**src/rtl/fft_np.sv**
```systemverilog
// Fully parallel N-point radix-2 DIT FFT. The butterfly network is combinational and the
// output is registered, so latency is one clock. Every stage scales its outputs by 1/2.
module fft_np #(
  parameter int N            = 4,
  parameter int SAMPLE_WIDTH = 16
) (
  input  logic                      clk,
  input  logic                      arst_n,
  input  logic [N*SAMPLE_WIDTH-1:0] data_in,
  output logic [N*SAMPLE_WIDTH-1:0] data_out
);

  localparam int DATA_W = SAMPLE_WIDTH / 2;
  localparam int COEF_W = DATA_W;
  localparam int STAGES = $clog2(N);

  typedef logic signed [DATA_W-1:0] part_t;

  function automatic int bit_rev(input int v);
    int r;
    r = 0;
    for (int b = 0; b < STAGES; b++) begin
      if (((v >> b) & 1) != 0) r = r | (1 << (STAGES - 1 - b));
    end
    return r;
  endfunction

  // Twiddle W^k = cos(2*pi*k/N) - j*sin(2*pi*k/N), rounded half away from zero into Q1.(COEF_W-1).
  function automatic part_t tw_coef(input int k, input logic want_im);
    real ang;
    real v;
    int  r;
    int  lim;
    lim = (1 << (COEF_W - 1)) - 1;
    ang = 6.283185307179586 * real'(k) / real'(N);
    v   = want_im ? -$sin(ang) : $cos(ang);
    v   = v * real'(1 << (COEF_W - 1));
    r   = (v >= 0.0) ? $rtoi(v + 0.5) : $rtoi(v - 0.5);
    if (r > lim)  r = lim;
    if (r < -lim) r = -lim;
    return part_t'(r);
  endfunction

  function automatic part_t cmul_re(input part_t br, input part_t bi, input part_t wr, input part_t wi);
    logic signed [2*DATA_W:0] acc;
    acc = (2*DATA_W+1)'(br) * (2*DATA_W+1)'(wr) - (2*DATA_W+1)'(bi) * (2*DATA_W+1)'(wi);
    return acc[COEF_W-1 +: DATA_W];
  endfunction

  function automatic part_t cmul_im(input part_t br, input part_t bi, input part_t wr, input part_t wi);
    logic signed [2*DATA_W:0] acc;
    acc = (2*DATA_W+1)'(br) * (2*DATA_W+1)'(wi) + (2*DATA_W+1)'(bi) * (2*DATA_W+1)'(wr);
    return acc[COEF_W-1 +: DATA_W];
  endfunction

  // One-bit-growth add/subtract followed by an arithmetic halving (floor).
  function automatic part_t scale_add(input part_t a, input part_t b, input logic sub);
    logic signed [DATA_W:0] sum;
    sum = sub ? ({a[DATA_W-1], a} - {b[DATA_W-1], b}) : ({a[DATA_W-1], a} + {b[DATA_W-1], b});
    return sum[DATA_W:1];
  endfunction

  part_t re_s [STAGES+1][N];
  part_t im_s [STAGES+1][N];

  // Stage 0: bit-reversed unpacking of the input vector
  for (genvar k = 0; k < N; k++) begin : g_in
    localparam int SRC = bit_rev(k);
    assign re_s[0][k] = data_in[SRC*SAMPLE_WIDTH +: DATA_W];
    assign im_s[0][k] = data_in[SRC*SAMPLE_WIDTH + DATA_W +: DATA_W];
  end

  for (genvar s = 0; s < STAGES; s++) begin : g_stage
    localparam int HALF = 1 << s;
    localparam int SPAN = 2 * HALF;
    for (genvar p = 0; p < N/2; p++) begin : g_bfly
      localparam int J   = p % HALF;
      localparam int TOP = (p / HALF) * SPAN + J;
      localparam int BOT = TOP + HALF;
      localparam int TW  = J * (N / SPAN);
      part_t wbr;
      part_t wbi;
      if (TW == 0) begin : g_w0
        assign wbr = re_s[s][BOT];
        assign wbi = im_s[s][BOT];
      end else if (4 * TW == N) begin : g_wnj
        assign wbr = im_s[s][BOT];
        assign wbi = -re_s[s][BOT];
      end else begin : g_wgen
        localparam part_t WR = tw_coef(TW, 1'b0);
        localparam part_t WI = tw_coef(TW, 1'b1);
        assign wbr = cmul_re(re_s[s][BOT], im_s[s][BOT], WR, WI);
        assign wbi = cmul_im(re_s[s][BOT], im_s[s][BOT], WR, WI);
      end
      assign re_s[s+1][TOP] = scale_add(re_s[s][TOP], wbr, 1'b0);
      assign im_s[s+1][TOP] = scale_add(im_s[s][TOP], wbi, 1'b0);
      assign re_s[s+1][BOT] = scale_add(re_s[s][TOP], wbr, 1'b1);
      assign im_s[s+1][BOT] = scale_add(im_s[s][TOP], wbi, 1'b1);
    end
  end

  // Stage p1: output register, natural bin order
  logic [N*SAMPLE_WIDTH-1:0] spec_p1_d;
  logic [N*SAMPLE_WIDTH-1:0] spec_p1_q;

  always_comb begin
    spec_p1_d = '0;
    for (int k = 0; k < N; k++) begin
      spec_p1_d[k*SAMPLE_WIDTH +: DATA_W]          = re_s[STAGES][k];
      spec_p1_d[k*SAMPLE_WIDTH + DATA_W +: DATA_W] = im_s[STAGES][k];
    end
  end

  always_ff @(posedge clk or negedge arst_n) begin
    if (!arst_n) spec_p1_q <= '0;
    else         spec_p1_q <= spec_p1_d;
  end

  assign data_out = spec_p1_q;

endmodule

```
**config.mk**
```make
export PLATFORM = sky130hd
export DESIGN_NAME = fft_np
export DESIGN_NICKNAME = d
export VERILOG_FILES = /design/src/rtl/fft_np.sv
export SDC_FILE = /design/constraint.sdc
export NUM_CORES = 1
export LEC_CHECK = 0
export CORE_ASPECT_RATIO = 0.6
export CORE_MARGIN = 8
export CORE_UTILIZATION = 50
export CTS_BUF_LIST = sky130_fd_sc_hd__clkbuf_8
export DETAILED_ROUTE_END_ITERATION = 10
export GPL_ROUTABILITY_DRIVEN = 1
export PLACE_DENSITY = 0.77
export SYNTH_ARGS = -nofsm -noshare
export SYNTH_HDL_FRONTEND = slang
export SYNTH_SLANG_ARGS = --single-unit
```
**constraint.sdc**
```tcl
create_clock -name clk -period 0.8 [get_ports clk]
set_input_delay 0.2 -clock clk [delete_from_list [all_inputs] [get_ports clk]]
set_output_delay 0.2 -clock clk [all_outputs]
set_load 0.01 [all_outputs]
```
==> out/metrics.yaml, run 1 <==
yosys:
  synth.yosys.seq_area_share: 0.234
  synth_area_sq_um: 6830
  syn-instance-count: 770
  synth_flop_cell: "dfrtp_1"
  synth-async-reset-ratio: 1.00
  avgSynthCellArea_sq_um: 8.87
  yosys_warnings: 0
  synth_edf_count: 0
  postSynthRegisterBits: 64
  post_synth_num_cell_types: 58
  syn-num-nets: 965
outcome:
  first-error: "[ERROR DPL-0038] Utilization greater than 100%, impossible to legalize"
  outcome: "stopped before the end"
  outcome.stop_stage: "global routing (5_1_grt)"
placed_design:
  detailed_place_hpwl_mm: 18.0
  buffer_ports.inserted: 129
  gp_congestion: 0.925
cts:
  cts.root.buffer_cell: "clkbuf_8"
  number_of_buffers_created_by_cts: 9
  cts.sink_count: 64
  cts-root-to-sink-buffers: 2
  cts_htree_levels: 3
die:
  i_o_pins: 130
  start_util: 0.506
  num_rows: 33
  die_h_um: 107
  x_dimension_of_the_die_um: 167
grt:
  grt_max_degree: 41
sta:
  endpoint_type: "register data pin"
  postGrtWorstEndpoint: "data_out[62]$_DFF_PN0_/D"
[metrics by stage]
stage               cell area, sq um  cells  hold WS, ns  setup WS (ns)   util
floorplan                       7270    770      -0.0956          -2.10      -
global placement               10700   1325        0.195          -2.61  0.790
detailed placement             10700   1325        0.211          -2.75  0.790
CTS                            12700   1395        0.363          -2.01  0.940
[Yosys cell counts, drive strengths merged (9+ instances only)]
library cell / number / share of area
clkbuf: 12 / 0.0066
a211oi: 9 / 0.011
o21bai: 24 / 0.026
nand2: 18 / 0.0099
xnor2: 56 / 0.072
a21o: 14 / 0.015
a221o: 11 / 0.016
nand2b: 18 / 0.016
nor2: 57 / 0.031
fa: 16 / 0.047
o21a: 12 / 0.013
xor2: 23 / 0.029
dfrtp: 64 / 0.23
nor3b: 9 / 0.0099
nor2b: 9 / 0.0082
inv: 101 / 0.055
a21oi: 57 / 0.042
o21ai: 37 / 0.028
ha: 113 / 0.21
nor3: 22 / 0.017
[what timing repair did]
action / 4_1_cts
endpoints found under the hold margin: 64
resized for setup: 740
buffers inserted: 63
pin swaps: 178
endpoints found under the setup margin: 128
hold buffers: 1
[cells by family after synthesis]
family | share of synthesized area
XOR/XNOR | 0.101
AND/OR/NAND/NOR | 0.131
adder cells (fa/ha/maj) | 0.254
flip-flops | 0.234
multiplexers | 0.00293
buffers and inverters | 0.0648
AO/OA/AOI/OAI | 0.212
==> inputs of run 2 (changes only) <==
==> config.mk (replaced) <==
export PLATFORM = sky130hd
export DESIGN_NAME = fft_np
export DESIGN_NICKNAME = d
export VERILOG_FILES = /design/src/rtl/fft_np.sv
export SDC_FILE = /design/constraint.sdc
export NUM_CORES = 1
export LEC_CHECK = 0
export CORE_MARGIN = 8
export CORE_UTILIZATION = 40
export DETAILED_ROUTE_END_ITERATION = 10
export GPL_ROUTABILITY_DRIVEN = 1
export PLACE_DENSITY_LB_ADDON = 0.15
export SYNTH_ARGS = -nofsm -noshare
export SYNTH_HDL_FRONTEND = slang
export SYNTH_SLANG_ARGS = --single-unit
==> constraint.sdc (replaced) <==
create_clock -name clk -period 1 [get_ports clk]
set_input_delay 0.25 -clock clk [delete_from_list [all_inputs] [get_ports clk]]
set_output_delay 0.25 -clock clk [all_outputs]
set_load 0.01 [all_outputs]
==> run 2 against run 1 <==
  * The flow now finishes, with violations (setup timing)
  * Synthesized cell count unchanged
  * Synthesized area unchanged
==> out/metrics.yaml, run 2 <==
outcome:
  failed_checks: "setup timing"
  outcome: "complete, but fails checks"
yosys:
  syn-num-nets: 965  # unchanged
  postSynthRegisterBits: 64  # unchanged
  avgSynthCellArea_sq_um: 8.87  # unchanged
  most_frequent_cells_after_synthesis: "ha_1 (113), inv_1 (101), dfrtp_1 (64)"
  synthMostInstantiatedCell: "ha_1"
  post_synth_num_cell_types: 58  # unchanged
  synth-async-reset-ratio: 1.00  # unchanged
  synth_area_sq_um: 6830  # unchanged
  yosys.area.top_type: "dfrtp_1"
  yosys_warnings: 0  # unchanged
  synth_area_leaders: "dfrtp_1 (23%), ha_1 (21%), xnor2_1 (7.2%)"
  post-synth-top-area-fraction: 0.234  # unchanged
  synth.yosys.seq_area_share: 0.234  # unchanged
  synth_edf_count: 0  # unchanged
  syn-instance-count: 770  # unchanged
  synth_flop_cell: "dfrtp_1"
placed_design:
  dp_slack_ns: -2.58  # +0.176 ns
  detailed_place_hpwl_mm: 15.8  # -12%
  gp_congestion: 0.900  # -2.7%
  place_area_sq_um: 10800  # +0.83%
  buffer_ports.inserted: 129  # unchanged
grt:
  gr-usage-all-layers: 0.205
  number_of_antenna_violations_at_the_first_check_in_global_routing: 1
  grt_max_degree: 35
  first_global_vias: 7799
  grt_first_pass_wirelength_mm: 36.3
  grt_overflow: 0
critical_path:
  path_delay_family: "compound AO/OA/AOI/OAI gates"
  crit_arrival_ns: 3.20
  worstPathCellList: "buf_6, nand2b_4, fa_2, buf_6, a211oi_4, nor2_4, o21ai_4, nand4b_1, o311ai_4, xnor2_1, ha_2, inv_4, a21oi_2, o21a_1, o21ai_1, a22o_1"
  end_kind: "register"
  critical_path_class: "in -> reg"
  slowest_delay_ns: 0.41
  cp_num_cells: 16
  crit_path_frequent_cell: "buf_6"
  timing.critical_path.slowest_stage_cell: "ha_2"
  timing.critical_path.from_type: "input port"
  critical_path_launch_point: "data_in[16]"
  critPathMaxFanout: 4
  critical_path_rt_ns: 1.24
  critical_path.n_buffers_inverters: 3
power:
  power_density_relative_to_cell_area_nw_per_um2: 2070
  power.static_leakage_nw: 6.17
  worst_ir_drop_vdd_mv: 1.58
  post-layout-total-power_mw: 27.8
sta:
  worstMarginPinSlew_ns: 0.533
  achievable-frequency_mhz: 338
  maxSlewHeadroom: 0.640
  setup_viol: 128
  timing.final.crit_share: 2.96
  finalMaxSlewViolations: 0
  final_critical_path_setup_slack_ns: -1.96
  totalNegativeSetupSlack_ns: -82.93
  period_needed_ns: 2.96
  hold_violations_final: 0
  rsz0062_at_grt: "true"
layout:
  flip_flop_count_of_the_largest_register_all_copies_and_words_added: 64
  layout_common_cells: "buf_4 (252), buf_6 (99), dfrtp_1 (64)"
  flow.area_growth_from_synthesis_pct: 96.3
  most_common_library_cell_in_the_layout_ignoring_fill_and_taps: "buf_4"
  stdcell_area_sq_um: 13400
  layout.filler_cells: 981
  post_route_cells_drive_above_1_share: 0.621
  num-nets-final: 1421
  finalCoreUtilization: 0.806
cts:
  number_of_buffers_created_by_cts: 9  # unchanged
  cts.root.buffer_cell: "clkbuf_16"
  cts-root-to-sink-buffers: 2  # unchanged
  cts.sink_count: 64  # unchanged
  path_clk_slew_ns: 0.06
  cts_htree_levels: 3  # unchanged
  cts_tree: "done"
die:
  die_h_um: 147  # +38%
  i_o_pins: 130  # unchanged
  num_rows: 47  # +42%
  start_util: 0.410  # -0.0955
  design.core.area_sq_um: 16600
  die_area_sq_um: 21500
  x_dimension_of_the_die_um: 147  # -12%
drt:
  drt_pre_antenna_iters: 5
  via_per_inst: 5.15
  detail_route.drc_violations: 0
  drt-initial-drc-count: 252
  post_drt_wl_per_cell_um: 17.1
  via_count: 7472
  detail-route-antenna-nets: 0
  routed_wirelength_mm: 24.8
job:
  cap_violations: 0
min_path:
  hold_path.class: "in -> async"
[run 2: worst max path at each step]
stage | to | slack (ns)
5_1_grt | data_out[62] | -2.04
2_1_floorplan | data_out[62] | -1.95
3_3_place_gp | data_out[62] | -2.49
6_report | data_out[31] | -1.96
3_5_place_dp | data_out[62] | -2.58
4_1_cts | data_out[62] | -1.88
[run 2: timing repair]
item | CTS | global route
hold buffers | 1 | 0
hold endpoints to repair | 64 | 0
endpoints found under the setup margin | 128 | 128
buffers inserted | 51 | 28
gates resized for setup | 691 | 167
pin swaps | 155 | 155
[run 2: tightest hold or removal path: cells and delay by family]
kind,cells,cell delay (ns)
buf+inv,3,0.87
[run 2: layout make-up]
class | instances | area [sq um] | area share
diodes | 1 | 2.50 | 0.000187
clock inverters | 2 | 35.0 | 0.00261
clock buffers | 14 | 284 | 0.0212
repair buffers | 460 | 3820 | 0.285
well taps | 220 | 275 | 0.0205
multi-input cells | 590 | 6980 | 0.520
inverters | 101 | 417 | 0.0311
flip-flops and latches | 64 | 1600 | 0.119
[run 2: metal layers]
layer  GRT usage  vias to the layer above  part of all wire
li1            -                     3571                 -
met1       0.214                     3623              0.37
met2       0.400                      198              0.55
met3      0.0312                       80             0.036
met4      0.0788                        0             0.044
met5           0                        -                 0
[run 2: power by group]
part	leakage [nW]	switching, mW	total, mW	internal, mW
Combinational	5.26	9.23	20.1	10.8
Sequential	0.751	0.415	4.35	3.93
Clock	0.159	1.16	3.36	2.20
[run 2: kinds of logic after synthesis]
family          share of synthesized area
mux                               0.00293
flops                               0.234
simple gates                        0.131
buf+inv                            0.0648
fa+ha+maj                           0.254
compound gates                      0.212
xor+xnor                            0.101
[run 2: through the flow]
stage                     hold slack [ns]  instances
final                               0.408       1452
after CTS                           0.417       1435
after detailed placement            0.243       1376
after global routing                0.466       1452
after global placement              0.238       1376
after floorplan                   -0.0456        770
Note: power is estimated with default switching activity, not from simulation.
